===== src/rtl/pipeline_hazard_ctrl_pkg.sv =====
// rtl/pipeline_hazard_ctrl_pkg.sv - shared types and constants for the pipeline hazard controller
//
// Purpose: sequencer state encoding and the architectural zero register index.
package pipe_ctrl_pkg;

    typedef enum logic [1:0] {
        RUN      = 2'd0,
        MDU_WAIT = 2'd1,
        DRAIN    = 2'd2,
        HALTED   = 2'd3
    } state_e;

    // x0 is hardwired to zero, so it can never create a data dependency.
    localparam logic [4:0] REG_X0 = 5'd0;

endpackage


===== src/rtl/pipeline_hazard_ctrl_if.sv =====
// rtl/pipeline_hazard_ctrl_if.sv - hazard inputs and stall/flush controls between pipeline and controller
//
// Purpose: bundles every hazard source and every pipeline control of the controller.
// Modports:
//   master - the hazard controller: reads hazard sources, drives enables/flushes/halted/counters
//   slave  - the pipeline datapath: drives hazard sources, reads the controls
interface pipeline_hazard_ctrl_if #(
    parameter int CNT_W = 16
);
    // hazard sources
    logic [4:0]       id_rs1;
    logic [4:0]       id_rs2;
    logic             id_use_rs1;
    logic             id_use_rs2;
    logic             id_is_branch;
    logic             ex_mem_read;
    logic [4:0]       ex_rd;
    logic             mem_mem_read;
    logic [4:0]       mem_rd;
    logic             flush_req;
    logic             mdu_start;
    logic             mdu_done;
    logic             imem_ready;
    logic             halt_req;
    // pipeline controls
    logic             pc_en;
    logic             ifid_en;
    logic             idex_en;
    logic             exmem_en;
    logic             ifid_flush;
    logic             idex_flush;
    logic             exmem_flush;
    logic             halted;
    logic [CNT_W-1:0] stall_cnt;
    logic [CNT_W-1:0] flush_cnt;

    modport master (
        input  id_rs1, id_rs2, id_use_rs1, id_use_rs2, id_is_branch,
               ex_mem_read, ex_rd, mem_mem_read, mem_rd,
               flush_req, mdu_start, mdu_done, imem_ready, halt_req,
        output pc_en, ifid_en, idex_en, exmem_en,
               ifid_flush, idex_flush, exmem_flush,
               halted, stall_cnt, flush_cnt
    );

    modport slave (
        output id_rs1, id_rs2, id_use_rs1, id_use_rs2, id_is_branch,
               ex_mem_read, ex_rd, mem_mem_read, mem_rd,
               flush_req, mdu_start, mdu_done, imem_ready, halt_req,
        input  pc_en, ifid_en, idex_en, exmem_en,
               ifid_flush, idex_flush, exmem_flush,
               halted, stall_cnt, flush_cnt
    );

endinterface


===== src/rtl/pipeline_hazard_ctrl_sat_counter.sv =====
// rtl/pipeline_hazard_ctrl_sat_counter.sv - saturating event counter
//
// Purpose: counts single-cycle events, sticking at all-ones instead of wrapping.
// Ports:
//   clk     - clock
//   rst     - asynchronous active-high reset, clears the count
//   inc     - count this cycle
//   count_o - current count
module sat_counter #(
    parameter int W = 16
) (
    input  logic         clk,
    input  logic         rst,
    input  logic         inc,
    output logic [W-1:0] count_o
);

    logic [W-1:0] count_q;
    logic [W-1:0] count_d;

    always_comb begin
        count_d = count_q;
        if (inc && (count_q != {W{1'b1}})) begin
            count_d = count_q + W'(1);
        end
    end

    always_ff @(posedge clk or posedge rst) begin
        if (rst) begin
            count_q <= '0;
        end else begin
            count_q <= count_d;
        end
    end

    assign count_o = count_q;

endmodule


===== src/rtl/pipeline_hazard_ctrl.sv =====
// rtl/pipeline_hazard_ctrl.sv - stall/flush sequencer for the 5-stage pipeline
//
// Purpose: arbitrates load-use, ID branch redirect, multi-cycle MDU, fetch wait and
// debug halt into PC / IF-ID / ID-EX / EX-MEM enable and flush controls, and keeps
// saturating stall and redirect counters.
// Ports:
//   clk - clock
//   rst - asynchronous active-high reset
//   bus - pipeline_hazard_ctrl_if.master (hazard sources in, controls and counters out)
module pipeline_hazard_ctrl
    import pipe_ctrl_pkg::*;
#(
    parameter int CNT_W        = 16,
    parameter int DRAIN_CYCLES = 3
) (
    input logic                    clk,
    input logic                    rst,
    pipeline_hazard_ctrl_if.master bus
);

    localparam int            DW         = (DRAIN_CYCLES > 1) ? $clog2(DRAIN_CYCLES) : 1;
    localparam logic [DW-1:0] DRAIN_LOAD = DW'(DRAIN_CYCLES - 1);

    state_e          state_q, state_d;
    state_e          ret_q, ret_d;      // where MDU_WAIT resumes: RUN or DRAIN
    logic [DW-1:0]   drain_q, drain_d;

    logic pc_en, ifid_en, idex_en, exmem_en;
    logic ifid_flush, idex_flush, exmem_flush;
    logic halted;
    logic stall_inc, flush_inc;
    logic lu1, lu2, load_use;
    logic [CNT_W-1:0] stall_cnt, flush_cnt;

    // Load in EX feeding the ID instruction: one bubble lets it reach MEM for forwarding.
    assign lu1 = bus.ex_mem_read && (bus.ex_rd != REG_X0) &&
                 ((bus.id_use_rs1 && (bus.ex_rd == bus.id_rs1)) ||
                  (bus.id_use_rs2 && (bus.ex_rd == bus.id_rs2)));

    // Branches resolve in ID, so a load still in MEM is too late to forward: one more bubble.
    assign lu2 = bus.id_is_branch && bus.mem_mem_read && (bus.mem_rd != REG_X0) &&
                 ((bus.id_use_rs1 && (bus.mem_rd == bus.id_rs1)) ||
                  (bus.id_use_rs2 && (bus.mem_rd == bus.id_rs2)));

    assign load_use = lu1 || lu2;

    always_comb begin
        state_d     = state_q;
        ret_d       = ret_q;
        drain_d     = drain_q;
        pc_en       = 1'b1;
        ifid_en     = 1'b1;
        idex_en     = 1'b1;
        exmem_en    = 1'b1;
        ifid_flush  = 1'b0;
        idex_flush  = 1'b0;
        exmem_flush = 1'b0;
        halted      = 1'b0;
        flush_inc   = 1'b0;

        case (state_q)
            RUN: begin
                if (bus.mdu_start) begin
                    // freeze IF..ID-EX, feed bubbles behind the MDU op
                    pc_en       = 1'b0;
                    ifid_en     = 1'b0;
                    idex_en     = 1'b0;
                    exmem_flush = 1'b1;
                    ret_d       = RUN;
                    state_d     = MDU_WAIT;
                end else if (load_use) begin
                    // redirect is ignored: its branch operands are stale this cycle
                    pc_en      = 1'b0;
                    ifid_en    = 1'b0;
                    idex_flush = 1'b1;
                end else if (bus.flush_req) begin
                    ifid_flush = 1'b1;
                    flush_inc  = 1'b1;
                end else if (!bus.imem_ready) begin
                    pc_en      = 1'b0;
                    ifid_flush = 1'b1;
                end else if (bus.halt_req) begin
                    pc_en      = 1'b0;
                    ifid_flush = 1'b1;
                    drain_d    = DRAIN_LOAD;
                    state_d    = DRAIN;
                end
            end

            MDU_WAIT: begin
                // done raised together with start is never seen here: only sampled in this state
                if (bus.mdu_done) begin
                    state_d = ret_q;
                end else begin
                    pc_en       = 1'b0;
                    ifid_en     = 1'b0;
                    idex_en     = 1'b0;
                    exmem_flush = 1'b1;
                end
            end

            DRAIN: begin
                if (bus.mdu_start) begin
                    // drain count is held while the MDU op completes
                    pc_en       = 1'b0;
                    ifid_en     = 1'b0;
                    idex_en     = 1'b0;
                    exmem_flush = 1'b1;
                    ret_d       = DRAIN;
                    state_d     = MDU_WAIT;
                end else begin
                    pc_en      = 1'b0;
                    ifid_flush = 1'b1;
                    if (!bus.halt_req) begin
                        state_d = RUN;
                    end else if (drain_q == '0) begin
                        state_d = HALTED;
                    end else begin
                        drain_d = drain_q - DW'(1);
                    end
                end
            end

            HALTED: begin
                pc_en    = 1'b0;
                ifid_en  = 1'b0;
                idex_en  = 1'b0;
                exmem_en = 1'b0;
                halted   = 1'b1;
                if (!bus.halt_req) begin
                    state_d = RUN;
                end
            end

            default: begin
                state_d = RUN;
            end
        endcase

        // reset forces every register to hold a bubble, independent of state
        if (rst) begin
            pc_en       = 1'b0;
            ifid_en     = 1'b0;
            idex_en     = 1'b0;
            exmem_en    = 1'b0;
            ifid_flush  = 1'b1;
            idex_flush  = 1'b1;
            exmem_flush = 1'b1;
            halted      = 1'b0;
            flush_inc   = 1'b0;
        end
    end

    assign stall_inc = !rst && !pc_en && (state_q != HALTED);

    always_ff @(posedge clk or posedge rst) begin
        if (rst) begin
            state_q <= RUN;
            ret_q   <= RUN;
            drain_q <= '0;
        end else begin
            state_q <= state_d;
            ret_q   <= ret_d;
            drain_q <= drain_d;
        end
    end

    sat_counter #(.W(CNT_W)) u_stall_cnt (
        .clk     (clk),
        .rst     (rst),
        .inc     (stall_inc),
        .count_o (stall_cnt)
    );

    sat_counter #(.W(CNT_W)) u_flush_cnt (
        .clk     (clk),
        .rst     (rst),
        .inc     (flush_inc),
        .count_o (flush_cnt)
    );

    assign bus.pc_en       = pc_en;
    assign bus.ifid_en     = ifid_en;
    assign bus.idex_en     = idex_en;
    assign bus.exmem_en    = exmem_en;
    assign bus.ifid_flush  = ifid_flush;
    assign bus.idex_flush  = idex_flush;
    assign bus.exmem_flush = exmem_flush;
    assign bus.halted      = halted;
    assign bus.stall_cnt   = stall_cnt;
    assign bus.flush_cnt   = flush_cnt;

endmodule


===== src/flat_wrapper.sv =====
// flat-port wrapper written by rule: the top's interface ports become plain ports
module pipeline_hazard_ctrl_flat import pipe_ctrl_pkg::*;
#(
    parameter int CNT_W        = 16,
    parameter int DRAIN_CYCLES = 3
)
  (clk, rst, bus_id_rs1, bus_id_rs2, bus_id_use_rs1, bus_id_use_rs2, bus_id_is_branch, bus_ex_mem_read, bus_ex_rd, bus_mem_mem_read, bus_mem_rd, bus_flush_req, bus_mdu_start, bus_mdu_done, bus_imem_ready, bus_halt_req, bus_pc_en, bus_ifid_en, bus_idex_en, bus_exmem_en, bus_ifid_flush, bus_idex_flush, bus_exmem_flush, bus_halted, bus_stall_cnt, bus_flush_cnt);
  pipeline_hazard_ctrl_if #(.CNT_W(CNT_W)) bus_i ();
  input logic clk;
  input logic rst;
  input wire logic [$bits(bus_i.id_rs1)-1:0] bus_id_rs1;
  input wire logic [$bits(bus_i.id_rs2)-1:0] bus_id_rs2;
  input wire logic [$bits(bus_i.id_use_rs1)-1:0] bus_id_use_rs1;
  input wire logic [$bits(bus_i.id_use_rs2)-1:0] bus_id_use_rs2;
  input wire logic [$bits(bus_i.id_is_branch)-1:0] bus_id_is_branch;
  input wire logic [$bits(bus_i.ex_mem_read)-1:0] bus_ex_mem_read;
  input wire logic [$bits(bus_i.ex_rd)-1:0] bus_ex_rd;
  input wire logic [$bits(bus_i.mem_mem_read)-1:0] bus_mem_mem_read;
  input wire logic [$bits(bus_i.mem_rd)-1:0] bus_mem_rd;
  input wire logic [$bits(bus_i.flush_req)-1:0] bus_flush_req;
  input wire logic [$bits(bus_i.mdu_start)-1:0] bus_mdu_start;
  input wire logic [$bits(bus_i.mdu_done)-1:0] bus_mdu_done;
  input wire logic [$bits(bus_i.imem_ready)-1:0] bus_imem_ready;
  input wire logic [$bits(bus_i.halt_req)-1:0] bus_halt_req;
  output wire logic [$bits(bus_i.pc_en)-1:0] bus_pc_en;
  output wire logic [$bits(bus_i.ifid_en)-1:0] bus_ifid_en;
  output wire logic [$bits(bus_i.idex_en)-1:0] bus_idex_en;
  output wire logic [$bits(bus_i.exmem_en)-1:0] bus_exmem_en;
  output wire logic [$bits(bus_i.ifid_flush)-1:0] bus_ifid_flush;
  output wire logic [$bits(bus_i.idex_flush)-1:0] bus_idex_flush;
  output wire logic [$bits(bus_i.exmem_flush)-1:0] bus_exmem_flush;
  output wire logic [$bits(bus_i.halted)-1:0] bus_halted;
  output wire logic [$bits(bus_i.stall_cnt)-1:0] bus_stall_cnt;
  output wire logic [$bits(bus_i.flush_cnt)-1:0] bus_flush_cnt;
  assign bus_i.id_rs1 = bus_id_rs1;
  assign bus_i.id_rs2 = bus_id_rs2;
  assign bus_i.id_use_rs1 = bus_id_use_rs1;
  assign bus_i.id_use_rs2 = bus_id_use_rs2;
  assign bus_i.id_is_branch = bus_id_is_branch;
  assign bus_i.ex_mem_read = bus_ex_mem_read;
  assign bus_i.ex_rd = bus_ex_rd;
  assign bus_i.mem_mem_read = bus_mem_mem_read;
  assign bus_i.mem_rd = bus_mem_rd;
  assign bus_i.flush_req = bus_flush_req;
  assign bus_i.mdu_start = bus_mdu_start;
  assign bus_i.mdu_done = bus_mdu_done;
  assign bus_i.imem_ready = bus_imem_ready;
  assign bus_i.halt_req = bus_halt_req;
  assign bus_pc_en = bus_i.pc_en;
  assign bus_ifid_en = bus_i.ifid_en;
  assign bus_idex_en = bus_i.idex_en;
  assign bus_exmem_en = bus_i.exmem_en;
  assign bus_ifid_flush = bus_i.ifid_flush;
  assign bus_idex_flush = bus_i.idex_flush;
  assign bus_exmem_flush = bus_i.exmem_flush;
  assign bus_halted = bus_i.halted;
  assign bus_stall_cnt = bus_i.stall_cnt;
  assign bus_flush_cnt = bus_i.flush_cnt;
  pipeline_hazard_ctrl #(.CNT_W(CNT_W), .DRAIN_CYCLES(DRAIN_CYCLES)) u_core (.clk(clk), .rst(rst), .bus(bus_i));
endmodule

===== config.mk =====
export PLATFORM = sky130hd
export DESIGN_NAME = pipeline_hazard_ctrl_flat
export DESIGN_NICKNAME = d
export VERILOG_FILES = /design/src/rtl/pipeline_hazard_ctrl_pkg.sv /design/src/rtl/pipeline_hazard_ctrl_if.sv /design/src/rtl/pipeline_hazard_ctrl_sat_counter.sv /design/src/rtl/pipeline_hazard_ctrl.sv /design/src/flat_wrapper.sv
export SDC_FILE = /design/constraint.sdc
export NUM_CORES = 1
export LEC_CHECK = 0
export ABC_AREA = 1
export BUFFER_PORTS_ARGS = -buffer_cell sky130_fd_sc_hd__buf_4
export CORE_UTILIZATION = 45
export CTS_CLUSTER_DIAMETER = 200
export CTS_CLUSTER_SIZE = 28
export DETAILED_ROUTE_END_ITERATION = 8
export GPL_ROUTABILITY_DRIVEN = 1
export PLACE_DENSITY = 0.78
export SLEW_MARGIN = 5
export SYNTH_ARGS = -nofsm -noshare
export SYNTH_HDL_FRONTEND = slang
export SYNTH_HIERARCHICAL = 1
export SYNTH_SLANG_ARGS = --single-unit

===== constraint.sdc =====
create_clock -name clk -period 1.5 [get_ports clk]
set_input_delay 0.225 -clock clk [delete_from_list [all_inputs] [get_ports clk]]
set_output_delay 0.225 -clock clk [all_outputs]
set_load 0.01 [all_outputs]

==> results.md, run 1 <==
* Final period util at 117.7%
* Initial DRC Count at 161
* Placed cell area at 3879 sq um
* CTS max path bufs at 2
* Rel. slew slack at 79.31%
* Number of global-route vias before repair at 3,138
* First-pass DRT Iterations at 4
* Initial antenna violation count at 0
* All-Layer GR Usage at 23.39%
* Max_cap viols at 0
* Post-Syn Instances at 483
* Pin count of the biggest net entering global routing at 17
* Gr busiest metal: met2
* Fin worst setup slack at -0.2660 ns
* Final worst path period need at 1.766 ns
* Core box area at 6386 sq um
* FF-to-FF End: u_core/u_stall_cnt/count_o[12]
* Finished layout cell area at 4363 sq um
* RSZ-0062 raised after global routing: yes
* Largest family of logic cells by synthesized area: simple AND/OR/NAND/NOR gates
* FF-to-FF path depth at 11
* Clock Tree Root: clkbuf_8
* Worst-skew pair later-pin latency at 0.29 ns
* Status: finished, violations left
* Failing checks: setup timing
* DIE WIDTH at 83.44 um
* Largest cells by area after synthesis: dfrtp_1, nand2_1, inv_1
* Cell area after synthesis at 2984 sq um
* Wirelength per Cell at 12.33 um
* Via Count at 3,398
* Area Growth Syn to Fin at 46.21%
* Worst r2r src: u_core/state_q[1]
* Met3 usage at 3.082%
* Starting Density at 46.73%
* GRT overflow at 0
* R2r setup slk at -0.22 ns
* Number of synthesized register bits at 37
* Detailed Place HPWL at 6013 um
* Synth Area in Compound Gates at 7.505%
* Setup Skew at 0.006241 ns
* Share of layout cells above drive strength 1 at 35.47%
* Type of the most critical hold path: in -> async
* Share of async-settable or async-resettable flops after synthesis at 100.0%
* Syn Nets at 518
* First-pass GRT wire length at 13,570 um
* Grt met2 use at 41.43%
* DRC viols at 0
* Worst vdd ir at 0.9305 mV
* Ant. Diodes at 0
* CTS tree: built
* Placer Congestion at 0.8860
* Post-Synth Simple-Gate Area at 48.01%
* Actual slew at the worst max-slew pin at 0.3064 ns
* Mux share of post-synthesis cell area at 0%
* Final ANT Viol Nets at 0
* YS warnings at 6
* Final setup viols at 40
* H-tree depth at 2
* Hold Vio Cnt, Final at 0
* Worst Path Max Fanout at 4
* Crit start category: flip-flop
* PwrDens at 1265 nW/um^2
* Drt via density at 4.953
* Sequential share of the synthesized area at 31.03%
* Die area at 6961 sq um
* Layout Nets at 644
* Top cell type's share of synthesized area at 31.03%
* Met1 usage in global routing at 29.79%
* FP Rows at 29
* Leakage Power at 2.248 nW
* Clk sinks at 37
* CTS buffer count at 5
* Xor-xnor portion of the synthesized cell area at 2.642%
* Number of port buffers at 71
* Chip Height at 83.44 um
* Critical path class: reg -> out
* Area share of fa/ha/maj cells after synthesis at 1.258%
* Arr. time, crit path at 1.54 ns
* I/O pin count at 72
* Yosys cell types at 27
* Post-synth top area cell: dfrtp_1
* Post-synth EDFFs at 0
* CP Capture Type: primary output
* Count leader, synth: nand2_1
* Post-synth top cells: nand2_1, inv_1, nor2_1
* Worst-path clk slew at 0.08 ns
* Syn_area_per_cell at 6.178 sq um
* Hold slack at 0.006622 ns
* Max-slew violations at 0
* FMAX at 566.3 MHz
* Routed wire length at 8458 um
* Commonest register cell after synthesis: dfrtp_1
* CP required at 1.27 ns
## cells by family (layout without fill, tap and decap cells)
logic type,after synthesis,count (layout)
DFF,37,37
and+or+nand+nor,331,331
AOI/OAI and AO/OA,32,32
adders and majority gates,3,3
buffers and inverters,71,197
xor gates and xnor gates,9,9
## final cells by class
cell class              instances  area [sq um]
multi-input cells             375          1972
clock buffers                   7         86.33
repair buffers                121          1013
flip-flops and latches         37         928.4
well taps                      77         96.34
fillers                       539          2023
inverters                      69         266.5
## worst max-delay path by stage
| stage | start | cells past startpoint | endpoint | slack (ns) |
|---|---|---|---|---|
| 2_1_floorplan | bus_mem_rd[2] | 14 | u_core/u_flush_cnt/count_o[13] | 0.002 |
| 3_3_place_gp | bus_mem_rd[0] | 15 | u_core/u_stall_cnt/count_o[11] | -0.23 |
| 3_5_place_dp | bus_ex_rd[0] | 15 | u_core/u_flush_cnt/count_o[13] | -0.26 |
| 4_1_cts | u_core/state_q[0] | 7 | bus_ifid_flush | -0.24 |
| 5_1_grt | u_core/state_q[1] | 7 | bus_ifid_flush | -0.32 |
| 6_report | u_core/state_q[1] | 7 | bus_ifid_flush | -0.27 |
## placed cells by master (no fill, tap or decap), drive strengths merged
cell type / instances
nand2: 211
buf: 120
nor2: 70
inv: 69
dfrtp: 37
nand3: 35
o21ai: 25
nand4: 8
clkbuf: 8
xor2: 7
nand3b: 5
ha: 3
nor3: 2
a21oi: 2
xnor2: 2
o311ai: 1
a31o: 1
o211ai: 1
a31oi: 1
a211oi: 1
## flip-flops by register name, summed over array words and instances (netlist names)
register                    flops
u_core/u_flush_cnt/count_o     16
u_core/u_stall_cnt/count_o     16
u_core/ret_q                    1
u_core/drain_q                  2
u_core/state_q                  2
## where the power goes
part / internal, mW / total, mW / switching (mW)
clock: 0.365 / 0.717 / 0.352
combinational: 1.58 / 3.19 / 1.61
sequential: 1.28 / 1.61 / 0.332
## metal layers
metal | vias up | share of wire, %
li1 | 1745 | -
met1 | 1564 | 43
met2 | 81 | 52
met3 | 8 | 4.4
met4 | 0 | 1.2
met5 | - | 0
## stage by stage
stage	worst slack, ns	setup TNS [ns]	cells	utilization (%)	total power [mW]
6_report	-0.2660	-5.539	686	68.32	5.518
5_1_grt	-0.3205	-9.209	686	68.32	5.912
3_3_place_gp	-0.2345	-5.480	663	60.74	4.038
3_5_place_dp	-0.2650	-5.772	663	60.74	4.108
4_1_cts	-0.2368	-2.562	678	65.16	5.223
2_1_floorplan	0.001941	0	483	-	2.957
## what timing repair did
| action | in CTS | in global routing |
|---|---|---|
| setup buffers | 8 | 8 |
| gates cloned | 0 | 1 |
| setup endpoints to repair | 25 | 43 |
| endpoints found under the hold margin | 0 | 0 |
| pin swaps | 14 | 14 |
| hold buffers | 0 | 0 |
| resized for setup | 41 | 33 |
## critical path: stages, from the launching register on
cell      delay, ns
dfrtp_2        0.45
nor2_4         0.17
buf_6          0.12
nand2_4        0.04
inv_2          0.07
o21ai_2        0.06
o211ai_1       0.18
buf_4          0.15
No activity file was read; power rests on OpenSTA's default activity.
==> run 2: changes to the inputs <==
--- a/config.mk
+++ b/config.mk
@@ -7,12 +7,12 @@
 export LEC_CHECK = 0
 export ABC_AREA = 1
 export BUFFER_PORTS_ARGS = -buffer_cell sky130_fd_sc_hd__buf_4
-export CORE_UTILIZATION = 45
+export CORE_MARGIN = 8
+export CORE_UTILIZATION = 30
 export CTS_CLUSTER_DIAMETER = 200
 export CTS_CLUSTER_SIZE = 28
 export DETAILED_ROUTE_END_ITERATION = 8
 export GPL_ROUTABILITY_DRIVEN = 1
-export PLACE_DENSITY = 0.78
 export SLEW_MARGIN = 5
 export SYNTH_ARGS = -nofsm -noshare
 export SYNTH_HDL_FRONTEND = slang
==> run 2 against run 1 <==
Net effect:
- final area rose by 5.0%
- maximum frequency down 0.91%
- clock skew up 0.0024 ns
- critical path depth grew 1
- the flow still finishes with violations (setup timing)
- highest routed layer unchanged
- sequential share of layout area down 1.0 points
- cell count up 10%
- largest cell class unchanged
==> results.md, run 2 (synthesis gave the netlist of run 1 again) <==
* Layout Nets at 656 (+1.9%)
* GRT overflow at 0 (unchanged)
* Finished layout cell area at 4582 sq um (+5.0%)
* Initial antenna violation count at 0 (unchanged)
* First-pass GRT wire length at 15,240 um (+12%)
* I/O pin count at 72 (unchanged)
* Rel. slew slack at 74.64% (-4.7 points)
* Arr. time, crit path at 1.56 ns (+0.02 ns)
* FMAX at 561.1 MHz (-0.91%)
* Final period util at 118.8% (+1.1 points)
* Failing checks: setup timing
* Wirelength per Cell at 12.39 um (+0.49%)
* Type of the most critical hold path: in -> async
* Share of layout cells above drive strength 1 at 37.94% (+2.5 points)
* Worst-path clk slew at 0.08 ns (about the same)
* DRC viols at 0 (unchanged)
* Routed wire length at 9354 um (+11%)
* Via Count at 3,417 (+0.56%)
* Detailed Place HPWL at 6908 um (+15%)
* Final setup viols at 36 (-10%)
* Worst-skew pair later-pin latency at 0.30 ns (about the same)
* WP buf/inv at 4 (+1)
* Most frequent cells in the layout: nand2_1, buf_4, inv_1, nor2_1, dfrtp_1
* Leakage Power at 2.328 nW (+3.6%)
* Clock Tree Root: clkbuf_8
* Final worst path period need at 1.782 ns (+0.01615 ns)
* Chip Height at 115.7 um (+39%)
* Max_cap viols at 0 (unchanged)
* Status: finished, violations left
* Starting Density at 30.67% (-16 points)
* CTS max path bufs at 2 (unchanged)
* H-tree depth at 2 (unchanged)
* Fillers at 999 (+85%)
* Placer Congestion at 0.9210 (+4.0%)
* Cell family with most CP delay: flip-flops
* Actual slew at the worst max-slew pin at 0.3786 ns (+0.07221 ns)
* CTS buffer count at 5 (unchanged)
* Number of global-route vias before repair at 3,387 (+7.9%)
* Worst vdd ir at 0.4596 mV (-51%)
* Setup Skew at 0.008641 ns (+0.002400 ns)
* CP required at 1.27 ns (about the same)
* Commonest non-fill, non-tap cell in the layout: nand2_1
* Fin worst setup slack at -0.2821 ns (-0.01615 ns)
* CP Capture Type: primary output
* Max-slew violations at 0 (unchanged)
* Final core utilization at 47.09% (-21 points)
* Drt via density at 4.526 (-8.6%)
* Number of port buffers at 71 (unchanged)
* Critical path class: reg -> out
* Ant. Diodes at 0 (unchanged)
* PwrDens at 1251 nW/um^2 (-1.1%)
* All-Layer GR Usage at 13.86% (-9.5 points)
* Area Growth Syn to Fin at 53.54%
* Initial DRC Count at 118 (-27%)
* Crit-path cells: buf_4 > inv_4 > o21ai_4 > a31o_4 > inv_2 > nand2_2 > nor2_4 > buf_6
* RSZ-0062 raised after global routing: yes
* CTS tree: built
* CP max stage delay at 0.44 ns (about the same)
* Core box area at 9729 sq um (+52%)
* Die area at 13,390 sq um (+92%)
* Dpl ws at -0.3349 ns (-0.06994 ns)
* Placed cell area at 4014 sq um (+3.5%)
* R2r setup slk at -0.27 ns (-0.05 ns)
* Hold Vio Cnt, Final at 0 (unchanged)
* Final ANT Viol Nets at 0 (unchanged)
* Slowest-stage cell, CP: dfrtp_2
* Crit start category: flip-flop
* First-pass DRT Iterations at 6 (+2)
* Clk sinks at 37 (unchanged)
* Worst Path Max Fanout at 3 (-1)
* FP Rows at 36 (+24%)
* Pin count of the biggest net entering global routing at 17 (unchanged)
* DIE WIDTH at 115.7 um (+39%)
run 2: cell count changes in the layout (fill, tap and decap cells not counted), moves of 3 or more:
cell | previous run | this run
buf_4 | 99 | 116
buf_6 | 20 | 11
nand2_1 | 189 | 182
nand2_2 | 17 | 24
o21ai_0 | 6 | 3
run 2: worst register-to-register path, stage by stage, from the launching register on:
cell       delay (ns)
dfrtp_2          0.44
nor2_4           0.15
buf_6            0.12
a31o_4           0.13
inv_2            0.04
buf_6            0.11
a21oi_4          0.14
inv_4            0.05
nor2_4           0.23
clkbuf_16        0.21
nand2_4          0.04
o21ai_1          0.06
run 2: report_power, final:
part           switching [mW]  internal, mW  total [mW]  leakage (nW)
clock network           0.389         0.323       0.712        0.0450
registers               0.309          1.28        1.59         0.485
logic                    1.74          1.69        3.43          1.80
total                    2.44          3.29        5.73          2.33
run 2: metal layers:
| metal | GRT usage (%) | vias to the layer above | wire length (um) | share of wire [%] |
|---|---|---|---|---|
| li1 | - | 1768 | - | - |
| met1 | 16.74 | 1555 | 4181 | 45 |
| met2 | 23.80 | 78 | 4522 | 48 |
| met3 | 3.075 | 16 | 448 | 4.8 |
| met4 | 4.581 | 0 | 201 | 2.1 |
| met5 | 0 | - | 0 | 0 |
run 2: final cells by class:
type / count / area (sq um) / area share (%)
Inverter: 69 / 269.0 / 5.871
Tap cell: 133 / 166.4 / 3.632
Sequential cell: 37 / 928.4 / 20.26
Multi-Input combinational cell: 375 / 2031 / 44.32
Timing Repair Buffer: 133 / 1105 / 24.11
Clock buffer: 6 / 72.57 / 1.584
Clock inverter: 2 / 10.01 / 0.2185
run 2: worst paths after layout:
path / startpoint / endpoint / cells after the start
setup / recovery: u_core/state_q[1] / bus_pc_en / 8
hold / removal: rst / u_core/u_flush_cnt/count_o[8] / 3
hold reg to reg: u_core/drain_q[1] / u_core/drain_q[1] / 2
setup reg to reg: u_core/state_q[1] / u_core/u_stall_cnt/count_o[10] / 11
min in group clk: bus_mdu_start / u_core/ret_q[1] / 3
max in group asynchronous: rst / u_core/state_q[1] / 4
run 2: what timing repair did:
| item | CTS | global route |
|---|---|---|
| setup endpoints to repair | 23 | 44 |
| gates cloned | 0 | 2 |
| pin swaps | 19 | 15 |
| resized for setup | 46 | 39 |
| hold buffers | 2 | 0 |
| hold endpoints to repair | 21 | 0 |
| buffers inserted | 11 | 10 |
run 2: per-stage QoR:
stage          power, mW  hold WS [ns]  instances  TNS (ns)
2_1_floorplan      2.957       0.03686        483         0
3_3_place_gp       4.169        0.2920        726    -8.154
3_5_place_dp       4.210        0.2829        726    -7.898
4_1_cts            5.391      0.005920        746    -4.077
5_1_grt            6.145       0.02400        755    -8.765
6_report           5.731       0.01050        755    -5.614
